--- src/rtl/rotary_param_ctrl.sv ---
// Shares one debounced rotary encoder and push-button across NUM_PARAMS parameter registers.
// Optional macro ROTARY_PARAM_ACCEL_EN: larger steps while the encoder is turned quickly in one direction.
module rotary_param_ctrl #(
    parameter int NUM_PARAMS   = 4,
    parameter int WIDTH        = 8,
    parameter int TIMEOUT      = 50000000,
    parameter int ACCEL_WINDOW = 2000000,
    parameter int ACCEL_STEP   = 4,
    localparam int IW = (NUM_PARAMS > 2) ? $clog2(NUM_PARAMS) : 1,
    localparam int TW = $clog2(TIMEOUT + 1)
) (
    input  logic                        clk,
    input  logic                        rst,
    input  logic                        rot_cw,
    input  logic                        rot_ccw,
    input  logic                        btn,
    output logic [NUM_PARAMS*WIDTH-1:0] params,
    output logic [IW-1:0]               sel_idx,
    output logic                        editing,
    output logic [WIDTH-1:0]            edit_value,
    output logic                        wr_pulse,
    output logic [IW-1:0]               wr_idx,
    output logic [WIDTH-1:0]            wr_data
);

    typedef enum logic [1:0] {
        ST_SELECT = 2'd0,
        ST_EDIT   = 2'd1,
        ST_COMMIT = 2'd2
    } state_t;

    state_t           state_q, state_d;
    logic             cw_hist_q, ccw_hist_q, btn_hist_q;
    logic [IW-1:0]    sel_q, sel_d;
    logic [WIDTH-1:0] shadow_q, shadow_d;
    logic [TW-1:0]    timer_q, timer_d;
    logic [IW-1:0]    wr_idx_q;
    logic [WIDTH-1:0] wr_data_q;
    logic [WIDTH-1:0] param_vals [NUM_PARAMS];

    logic             cw_ev, ccw_ev, btn_ev;
    logic             cw_only, ccw_only, rot_ev;
    logic             edit_enter, edit_commit, edit_step, timed_out;
    logic [WIDTH:0]   step, shadow_up, shadow_dn;

    assign cw_ev    = rot_cw & ~cw_hist_q;
    assign ccw_ev   = rot_ccw & ~ccw_hist_q;
    assign btn_ev   = btn & ~btn_hist_q;
    // Opposing events in the same cycle cancel each other out.
    assign cw_only  = cw_ev & ~ccw_ev;
    assign ccw_only = ccw_ev & ~cw_ev;
    assign rot_ev   = cw_only | ccw_only;

    assign edit_enter  = (state_q == ST_SELECT) && btn_ev;
    assign edit_commit = (state_q == ST_EDIT) && btn_ev;
    assign edit_step   = (state_q == ST_EDIT) && !btn_ev && rot_ev;
    assign timed_out   = (state_q == ST_EDIT) && !btn_ev && !rot_ev &&
                         (timer_q == TW'(TIMEOUT - 1));

    assign shadow_up = {1'b0, shadow_q} + step;
    assign shadow_dn = {1'b0, shadow_q} - step;

`ifdef ROTARY_PARAM_ACCEL_EN
    localparam int GW = $clog2(ACCEL_WINDOW + 1);

    logic [GW-1:0] gap_q;
    logic          dir_vld_q, dir_cw_q;

    always_comb begin
        step = {{WIDTH{1'b0}}, 1'b1};
        if (dir_vld_q && (dir_cw_q == cw_only) && (gap_q < GW'(ACCEL_WINDOW))) begin
            step = (WIDTH + 1)'(ACCEL_STEP);
        end
    end

    // Gap counter saturates so an idle encoder never wraps back into the fast window.
    always_ff @(posedge clk or posedge rst) begin
        if (rst) begin
            gap_q     <= '0;
            dir_vld_q <= 1'b0;
            dir_cw_q  <= 1'b0;
        end else begin
            if (edit_step) begin
                gap_q     <= '0;
                dir_vld_q <= 1'b1;
                dir_cw_q  <= cw_only;
            end else if (gap_q != GW'(ACCEL_WINDOW)) begin
                gap_q <= gap_q + 1'b1;
            end
            if (edit_enter) begin
                dir_vld_q <= 1'b0;
            end
        end
    end
`else
    assign step = {{WIDTH{1'b0}}, 1'b1};
`endif

    always_ff @(posedge clk or posedge rst) begin
        if (rst) begin
            state_q <= ST_SELECT;
        end else begin
            state_q <= state_d;
        end
    end

    always_comb begin
        state_d = state_q;
        case (state_q)
            ST_SELECT: if (btn_ev) state_d = ST_EDIT;
            ST_EDIT: begin
                if (btn_ev) begin
                    state_d = ST_COMMIT;
                end else if (timed_out) begin
                    state_d = ST_SELECT;
                end
            end
            ST_COMMIT: state_d = ST_SELECT;
            default:   state_d = ST_SELECT;
        endcase
    end

    always_comb begin
        editing    = (state_q == ST_EDIT);
        wr_pulse   = (state_q == ST_COMMIT);
        edit_value = (state_q == ST_EDIT) ? shadow_q : param_vals[sel_q];
    end

    // Button wins over a rotary event in the same cycle in both modes.
    always_comb begin
        sel_d    = sel_q;
        shadow_d = shadow_q;
        timer_d  = timer_q;
        if (edit_enter) begin
            shadow_d = param_vals[sel_q];
            timer_d  = '0;
        end else if ((state_q == ST_SELECT) && cw_only) begin
            sel_d = (sel_q == IW'(NUM_PARAMS - 1)) ? '0 : sel_q + 1'b1;
        end else if ((state_q == ST_SELECT) && ccw_only) begin
            sel_d = (sel_q == '0) ? IW'(NUM_PARAMS - 1) : sel_q - 1'b1;
        end
        if (edit_step) begin
            timer_d = '0;
            if (cw_only) begin
                shadow_d = shadow_up[WIDTH] ? '1 : shadow_up[WIDTH-1:0];
            end else begin
                shadow_d = shadow_dn[WIDTH] ? '0 : shadow_dn[WIDTH-1:0];
            end
        end else if ((state_q == ST_EDIT) && !btn_ev) begin
            timer_d = timed_out ? '0 : timer_q + 1'b1;
        end
    end

    always_ff @(posedge clk or posedge rst) begin
        if (rst) begin
            cw_hist_q  <= 1'b0;
            ccw_hist_q <= 1'b0;
            btn_hist_q <= 1'b0;
            sel_q      <= '0;
            shadow_q   <= '0;
            timer_q    <= '0;
            wr_idx_q   <= '0;
            wr_data_q  <= '0;
        end else begin
            cw_hist_q  <= rot_cw;
            ccw_hist_q <= rot_ccw;
            btn_hist_q <= btn;
            sel_q      <= sel_d;
            shadow_q   <= shadow_d;
            timer_q    <= timer_d;
            if (edit_commit) begin
                wr_idx_q  <= sel_q;
                wr_data_q <= shadow_q;
            end
        end
    end

    genvar gi;
    generate
        for (gi = 0; gi < NUM_PARAMS; gi++) begin : g_param
            logic [WIDTH-1:0] param_q;

            always_ff @(posedge clk or posedge rst) begin
                if (rst) begin
                    param_q <= '0;
                end else if (edit_commit && (sel_q == IW'(gi))) begin
                    param_q <= shadow_q;
                end
            end

            assign param_vals[gi]            = param_q;
            assign params[gi*WIDTH +: WIDTH] = param_q;
        end
    endgenerate

    assign sel_idx = sel_q;
    assign wr_idx  = wr_idx_q;
    assign wr_data = wr_data_q;

endmodule

--- config.mk ---
export PLATFORM = sky130hd
export DESIGN_NAME = rotary_param_ctrl
export DESIGN_NICKNAME = d
export VERILOG_FILES = /design/src/rtl/rotary_param_ctrl.sv
export SDC_FILE = /design/constraint.sdc
export NUM_CORES = 1
export LEC_CHECK = 0
export BUFFER_PORTS_ARGS = -buffer_cell sky130_fd_sc_hd__buf_4
export CAP_MARGIN = 20
export CORE_MARGIN = 2
export CORE_UTILIZATION = 38
export DETAILED_ROUTE_END_ITERATION = 12
export MAX_ROUTING_LAYER = met4
export PLACE_DENSITY = 0.53
export SYNTH_ARGS = -nofsm -noshare
export SYNTH_HDL_FRONTEND = slang
export SYNTH_SLANG_ARGS = --single-unit
--- constraint.sdc ---
create_clock -name clk -period 5.9 [get_ports clk]
set_input_delay 0.295 -clock clk [delete_from_list [all_inputs] [get_ports clk]]
set_output_delay 0.295 -clock clk [all_outputs]
set_load 0.02 [all_outputs]
==> results.toml, run 1 <==
[outcome]
status = "complete, no violations"

[yosys]
synth_area_leaders = "dfrtp_1, mux2_2, nand2_1"
syn_area_sq_mm = 0.00437
synth.distinct_cells = 48
synth_top_area_cell = "dfrtp_1"
synth-edff-count = 0
syn_area_per_cell_sq_um = 10.3
synthCells = 425
synth_top_area_share_pct = 47.5
async_flop_share_pct = 100
ys.warnings.count = 0
synth-seq-area-share_pct = 47.5
ys_seq_elements = 83
synth_nets = 440
ys.flop_type = "dfrtp_1"

[clock_network]
cts_sinks = 83
cts_setup_buffers = 0
clk_path_buf_depth = 2
cts_root_buffer = "clkbuf_16"
numCtsBuffers = 9
htree_num_levels = 3
cts_resized = 0
clk_latency_ns = 0.34
cts_tree = "built"
cts_hold_buf = 0
clk_pin_slew_worst_paths_ns = 0.06

[sta]
finalHoldViolCount = 0
worstMarginPinSlew_ns = 1.02
maxSlewViolCount = 0
setup_violations = 0
fin_crit_sh_pct = 49.5
fmax_mhz = 342
post-route-min-period_ns = 2.92
max-slew-margin-rel_pct = 31.9
fin_setup_tns_ns = 0
grt_setup_unrepaired = "no"
finalClockSkew_ns = 0.00503

[critical_path]
crit_required_ns = 6.08
end_kind = "register"
worstReg2RegStart = "ccw_hist_q"
start_kind = "register"
reg2reg_depth = 7
worstSetupStartpoint = "ccw_hist_q"
worstSetupPathType = "register to register"
crit_path_max_fanout = 24
crit_arrival_ns = 3.11

[global_routing]
track_usage_pct = 18.7
grt_pass1_vias = 3356
grt_pass1_wl_um = 18000
overflow = 0
grt_max_degree = 84
antenna_found_initial = 0

[placed_design]
gp_congestion = 0.804
dp_hpwl_um = 7570
port_buffers = 58

[die]
die_y_um = 111
initial_core_util_pct = 38.6
floorplan.io_pins = 59
die-area_sq_mm = 0.0124
num_rows = 39
die_w_um = 111
core_sq_mm = 0.0113

[power]
vdd_ir_drop_max_uv = 290
powerDensity_mw_per_mm2 = 496
power_leakage_nw = 2.38
power.total_mw = 2.60

[drt]
via_count = 3383
wirelength_um = 10800
ant_nets = 0
wl_per_cell_um = 17.3
drt_iter0_markers = 169
first_pass_iters = 5
vias_per_cell = 5.44
drc = 0

[worst_hold_path]
hp-class = "primary input to async pin"

[finish]
insertedDiodeCount = 0
nets = 489
layout-drive-gt1-share_pct = 25.9
area_growth_pct = 19.5

[flow_run]
max_cap_violations = 0
==> final cells by class <==
type	count	area (sq um)
clock buffers	12	246
clock inverters	4	50.0
fillers	1108	6090
inverters	10	38.8
multi-input cells	309	2160
flip-flops and latches	83	2080
well taps	143	179
repair buffers	61	478
==> cells by family (layout without fill, tap and decap cells) <==
group	Yosys count	after routing	share of synthesized area [%]
fa+ha+maj	10	10	2.86
flops	83	83	47.5
buf+inv	33	87	3.15
mux	45	45	13.6
xor+xnor	23	23	4.61
compound gates	62	62	9.12
simple gates	169	169	19.2
==> cell usage after synthesis, types with 2 or more instances <==
cell type,number
a21oi_1,10
clkbuf_1,17
xnor2_1,5
o21ai_0,23
xor2_1,18
o31ai_1,6
inv_1,9
mux2_2,34
nor3_1,9
o211ai_1,2
and3_1,7
dfrtp_1,83
a31oi_1,7
o21a_1,2
or4_1,4
nand2b_1,4
nand2_1,60
nand3_1,15
ha_1,10
and2_1,3
mux2i_1,3
or3_1,3
a31o_2,2
o211a_1,2
nor2b_1,3
nand4_1,16
and4_1,4
nor2_1,30
buf_2,5
mux4_2,8
nor4_1,4
==> placed cells by master (no fill, tap or decap), types with 2 or more instances in the layout <==
cell type / synthesis / final
a31oi_1: 7 / 7
a31o_2: 2 / 2
xnor2_1: 5 / 5
and3_1: 7 / 7
o211a_1: 2 / 2
o211ai_1: 2 / 2
nor3_1: 9 / 9
o21a_1: 2 / 2
and4_1: 4 / 4
nand3_1: 15 / 15
xor2_1: 18 / 18
buf_4: 0 / 60
mux2_2: 34 / 34
nor2b_1: 3 / 3
or4_1: 4 / 4
clkbuf_16: 0 / 9
inv_1: 9 / 8
o21ai_0: 23 / 23
mux2i_1: 3 / 3
a21oi_1: 10 / 10
nor4_1: 4 / 4
nand2_1: 60 / 60
clkinvlp_4: 0 / 2
and2_1: 3 / 3
dfrtp_1: 83 / 83
nor2_1: 30 / 30
ha_1: 10 / 10
clkbuf_1: 17 / 2
clkinv_2: 0 / 2
mux4_2: 8 / 8
nand4_1: 16 / 16
o31ai_1: 6 / 6
or3_1: 3 / 3
nand2b_1: 4 / 4
==> where the power goes <==
| part | leakage [nW] | switching (mW) | internal (mW) |
|---|---|---|---|
| sequential | 1.10 | 0.252 | 0.732 |
| combinational | 1.14 | 0.557 | 0.485 |
| clock | 0.139 | 0.230 | 0.339 |
==> critical path, cell delays in order (launching register included) <==
cell      delay, ns
dfrtp_1        0.35
nand2b_1       0.15
ha_1           0.36
nor4bb_1       0.30
nand2_1        0.09
nor4_1         0.59
o21a_1         0.79
nor2_1         0.14
==> worst paths after layout <==
kind,to,slack [ns]
max reg2reg,timer_q[12],2.98
min,timer_q[3],0.06
min reg2reg,wr_data[2],0.51
max,timer_q[12],2.98
min in group clk,cw_hist_q,0.07
max in group asynchronous,wr_data[3],5.25
==> state kept, by name (all words and copies together), names as in the netlist, 2 cells and up <==
name,count
shadow_q,8
wr_idx,2
state_q,2
timer_q,26
wr_data,8
g_param.param_q,32
sel_idx,2
==> metal layers <==
metal	vias to the layer above	part of all wire (%)	GRT usage [%]
li1	1624	-	-
met1	1682	49	26.0
met2	65	46	27.9
met3	12	2.9	3.23
met4	0	1.4	6.42
met5	-	0	-
==> through the flow <==
stage	cell area (sq um)	cells	hold WS [ns]	util, %	setup WS, ns
CTS	5200	621	0.0602	45.9	2.92
global placement	4900	605	0.414	43.3	3.04
detailed placement	4900	605	0.415	43.3	2.86
finish	5230	622	0.0578	46.2	2.98
global route	5230	622	0.0572	46.2	2.66
floorplan	4370	425	0.326	-	3.47
Note: power is estimated with default switching activity, not from simulation.
==> run 2, diff against run 1 <==
clock period = 3 ns   (was 5.9 ns; I/O delays follow)
==> run 2 against run 1 <==
Largest cell class unchanged. Flip-flop and latch count did not move. Cell count increased by 1.3%. Clock power is 99% higher. Worst hold slack improved by 0.38 ns. Die area unchanged.
==> results.toml, run 2 (synthesis results as in run 1) <==
[critical_path]
reg2reg_depth = 8
crit_arrival_ns = 2.89
worstSetupPathType = "primary input to register"
crit_path_max_fanout = 24
start_kind = "primary input"
crit_required_ns = 3.22
end_kind = "register"

[placed_design]
gp_congestion = 0.791
dp_hpwl_um = 7660
port_buffers = 58
dpl_worst_slack_ns = 0.427

[drt]
wl_per_cell_um = 17.1
drt_iter0_markers = 187
first_pass_iters = 5
vias_per_cell = 5.46
via_count = 3439
wirelength_um = 10800
ant_nets = 0
drc = 0

[finish]
mostFrequentLayoutCell = "dfrtp_1"
insertedDiodeCount = 0
most-common-layout-cells = "dfrtp_1, buf_4, nand2_1"
nets = 497
seqCellArea_sq_mm = 0.00208
multi_input_area_sq_mm = 0.00216
layout-drive-gt1-share_pct = 26.7
largest_reg_flops = 32
regMostFlops = "g_param.param_q"
area_growth_pct = 21.1
reg_top3 = "g_param.param_q x32, timer_q x26"
num-fill-cells = 1079

[sta]
max-slew-margin-rel_pct = 46.1
fmax_mhz = 374
fin_crit_sh_pct = 89.1
worstMarginPinSlew_ns = 0.803
setup_violations = 0
maxSlewViolCount = 0
post-route-min-period_ns = 2.67
setup_ws_ns = 0.327
grt_setup_unrepaired = "no"
finalClockSkew_ns = 0.00660
finalHoldViolCount = 0
fin_setup_tns_ns = 0

[die]
initial_core_util_pct = 38.6
core_sq_mm = 0.0113
num_rows = 39
die_y_um = 111
die-area_sq_mm = 0.0124
die_w_um = 111
floorplan.io_pins = 59

[clock_network]
clk_path_buf_depth = 2
cts_sinks = 83
clk_latency_ns = 0.35
cts_root_buffer = "clkbuf_16"
cts_tree = "built"
cts_setup_buffers = 0
htree_num_levels = 3
numCtsBuffers = 9
clk_pin_slew_worst_paths_ns = 0.07

[flow_run]
max_cap_violations = 0

[global_routing]
grt_max_degree = 47
overflow = 0
track_usage_pct = 19.2
antenna_found_initial = 0
grt_pass1_vias = 3493
grt_pass1_wl_um = 18400

[outcome]
status = "complete, no violations"

[power]
power_leakage_nw = 2.42
vdd_ir_drop_max_uv = 618
powerDensity_mw_per_mm2 = 970

[worst_hold_path]
hp-class = "primary input to async pin"
## run 2: cell count changes in the layout (fill, tap and decap cells not counted), sizes merged
cell         previous run  this run
buf                    61        65
dlygate4sd3             0         4
clkbuf                 12         9
clkinv                  3         5
inv                     8         9
## run 2: worst paths after layout
path,to,start,slack (ns)
min,wr_data[1],rst,0.44
max in group asynchronous,g_param[2].param_q[3],rst,1.89
max reg2reg,timer_q[13],ccw_hist_q,0.44
max,timer_q[13],rot_cw,0.33
min in group clk,cw_hist_q,rot_cw,0.46
min reg2reg,wr_data[7],wr_data[7],0.51
## run 2: layout make-up
class                      count  share of cell area, %
clock inverter                 7                   1.44
timing repair buffer          69                   10.2
sequential                    83                   39.2
multi-input combinational    309                   40.8
clock buffer                   9                   4.25
inverter                      10                  0.732
tap                          143                   3.38
## run 2: what timing repair did
item / CTS / global route
hold buffers: 4 / 0
endpoints found under the hold margin: 40 / 0
gates resized for setup: 0 / 0
## run 2: report_power, final
part,switching [mW],internal (mW)
registers,0.481,1.44
logic,1.12,0.972
clock network,0.477,0.649
total,2.08,3.06
## run 2: worst max-delay path: stages
cell,delay (ns)
dlygate4sd3_1,0.53
buf_4,0.13
nor2b_1,0.14
ha_1,0.34
nor4bb_1,0.28
nand2_1,0.09
nor4_1,0.64
o21a_1,0.22
buf_4,0.27
nor2_1,0.09
## run 2: through the flow
stage	hold WS (ns)	utilization (%)	cell area [sq um]	total power, mW	cells
4_1_cts	0.449	46.8	5300	5.19	630
3_5_place_dp	0.270	43.8	4950	4.04	610
3_3_place_gp	0.269	43.8	4950	4.01	610
2_1_floorplan	0.181	-	4370	3.17	425
6_report	0.441	46.8	5300	5.14	630
5_1_grt	0.472	46.8	5300	5.48	630
## run 2: routing by layer
metal	GRT usage [%]	wire length [um]	vias to the layer above
li1	-	-	1644
met1	26.4	5140	1699
met2	27.7	4900	85
met3	4.70	570	11
met4	7.00	145	0
met5	-	0	-
==> run 3, diff against run 2 <==
BUFFER_PORTS_ARGS = -buffer_cell sky130_fd_sc_hd__buf_2   (was -buffer_cell sky130_fd_sc_hd__buf_4)
clock period = 2.5 ns   (was 3 ns; I/O delays follow)
==> run 3 against run 2 <==
Cell count grew 1.4%. Power increased by 16%. Critical path depth stayed put. Flip-flop and latch count did not move. Via count increased by 0.17%. Combinational power rose by 14%. Largest cell class unchanged. Highest routed layer unchanged.
==> results.toml, run 3 (synthesis results as in run 1) <==
[die]
die_y_um = 111
initial_core_util_pct = 38.6
floorplan.io_pins = 59
num_rows = 39
core_sq_mm = 0.0113
die-area_sq_mm = 0.0124
die_w_um = 111

[placed_design]
gp_congestion = 0.846
postPlaceCellArea_sq_mm = 0.00489
port_buffers = 58
dp_hpwl_um = 7940
dpl_worst_slack_ns = 0.239

[flow_run]
max_cap_violations = 0

[worst_hold_path]
whs_path_depth = 2
hp-class = "primary input to register"

[finish]
nets = 506
seqCellArea_sq_mm = 0.00208
mostFrequentLayoutCell = "dfrtp_1"
multi_input_area_sq_mm = 0.00216
area_growth_pct = 19.3
most-common-layout-cells = "dfrtp_1, nand2_1, buf_2"
insertedDiodeCount = 0
regMostFlops = "g_param.param_q"
largest_reg_flops = 32
reg_top3 = "g_param.param_q x32, timer_q x26"
num-fill-cells = 1080
layout-drive-gt1-share_pct = 27.6
stdcell_area_sq_mm = 0.00522

[drt]
ant_nets = 0
drt_iter0_markers = 190
first_pass_iters = 4
vias_per_cell = 5.39
wl_per_cell_um = 17.2
drc = 0
via_count = 3445
wirelength_um = 11000

[critical_path]
worstSetupPathType = "primary input to register"
end_kind = "register"
worstReg2RegStart = "state_q[0]"
cp-endpoint = "timer_q[21]"
crit_arrival_ns = 2.53
worstSetupStartpoint = "rot_cw"
crit_path_max_fanout = 24
start_kind = "primary input"
rrSetupSlack_ns = 0.25
crit_required_ns = 2.72
reg2reg_depth = 5
rr_endpoint = "timer_q[25]"

[global_routing]
overflow = 0
track_usage_pct = 19.5
grt_pass1_wl_um = 18600
grt_pass1_vias = 3504
grt_max_degree = 44
antenna_found_initial = 0

[sta]
post-route-min-period_ns = 2.30
max-slew-margin-rel_pct = 48.5
worstMarginPinSlew_ns = 0.772
finalClockSkew_ns = 0.00918
fin_crit_sh_pct = 92.2
setup_ws_ns = 0.196
maxSlewViolCount = 0
fmax_mhz = 434
fin_setup_tns_ns = 0
fin_hold_ws_ns = 0.442
grt_setup_unrepaired = "no"
setup_violations = 0
finalHoldViolCount = 0

[power]
power_leakage_nw = 2.45
switching_share_pct = 41.5
clkPwrFrac_pct = 22.0
powerDensity_mw_per_mm2 = 1140
p_int_mw = 3.49
vdd_ir_drop_max_uv = 748
power.total_mw = 5.97
power_switching_mw = 2.47
p_seq_share_pct = 37.8
p_comb_share_pct = 40.1

[clock_network]
cts_sinks = 83
htree_num_levels = 3
numCtsBuffers = 9
cts_tree = "built"
cts_resized = 0
cts_root_buffer = "clkbuf_16"
clk_pin_slew_worst_paths_ns = 0.06
clk_latency_ns = 0.35
clk_path_buf_depth = 2

[outcome]
status = "complete, no violations"
## run 3: layout make-up
class / instances / area share [%]
clock buffer: 11 / 4.46
clock inverter: 5 / 1.03
inverter: 10 / 0.744
multi-input combinational: 309 / 41.4
sequential: 83 / 39.8
tap: 143 / 3.43
timing repair buffer: 78 / 9.11
## run 3: stage by stage
stage               utilization (%)  cells
global placement               43.2    619
floorplan                         -    425
global route                   46.1    639
detailed placement             43.2    619
CTS                            46.1    639
finish                         46.1    639
## run 3: worst min-delay path by stage
stage | startpoint | end | slack (ns)
4_1_cts | rot_cw | cw_hist_q | 0.42
2_1_floorplan | btn | btn_hist_q | 0.16
5_1_grt | rot_ccw | ccw_hist_q | 0.43
3_3_place_gp | rot_cw | cw_hist_q | 0.25
6_report | rot_ccw | ccw_hist_q | 0.44
3_5_place_dp | rot_cw | cw_hist_q | 0.25
## run 3: power by group through the flow
stage / combinational (mW) / clock [mW] / sequential [mW]
global placement: 2.38 / 0 / 2.25
global route: 2.61 / 1.41 / 2.34
finish: 2.39 / 1.32 / 2.26
detailed placement: 2.40 / 0 / 2.28
floorplan: 1.41 / 0 / 2.39
CTS: 2.42 / 1.35 / 2.26
## run 3: critical path, stage by stage
cell           delay, ns
dlygate4sd3_1       0.54
buf_2               0.13
nor2b_1             0.14
ha_1                0.35
nor4bb_1            0.28
nand2_1             0.10
nor4_1              0.40
o21a_1              0.23
buf_12              0.17
a21oi_1             0.06
## run 3: what timing repair did
action,in CTS,in global routing
setup endpoints to repair,0,0
setup buffers,0,0
hold buffers,4,0
hold endpoints to repair,45,0
## run 3: metal layers
layer,global-route usage [%],part of all wire [%]
met1,26.4,48
met5,-,0
met3,4.37,4.5
met4,8.89,1.9
met2,28.0,45
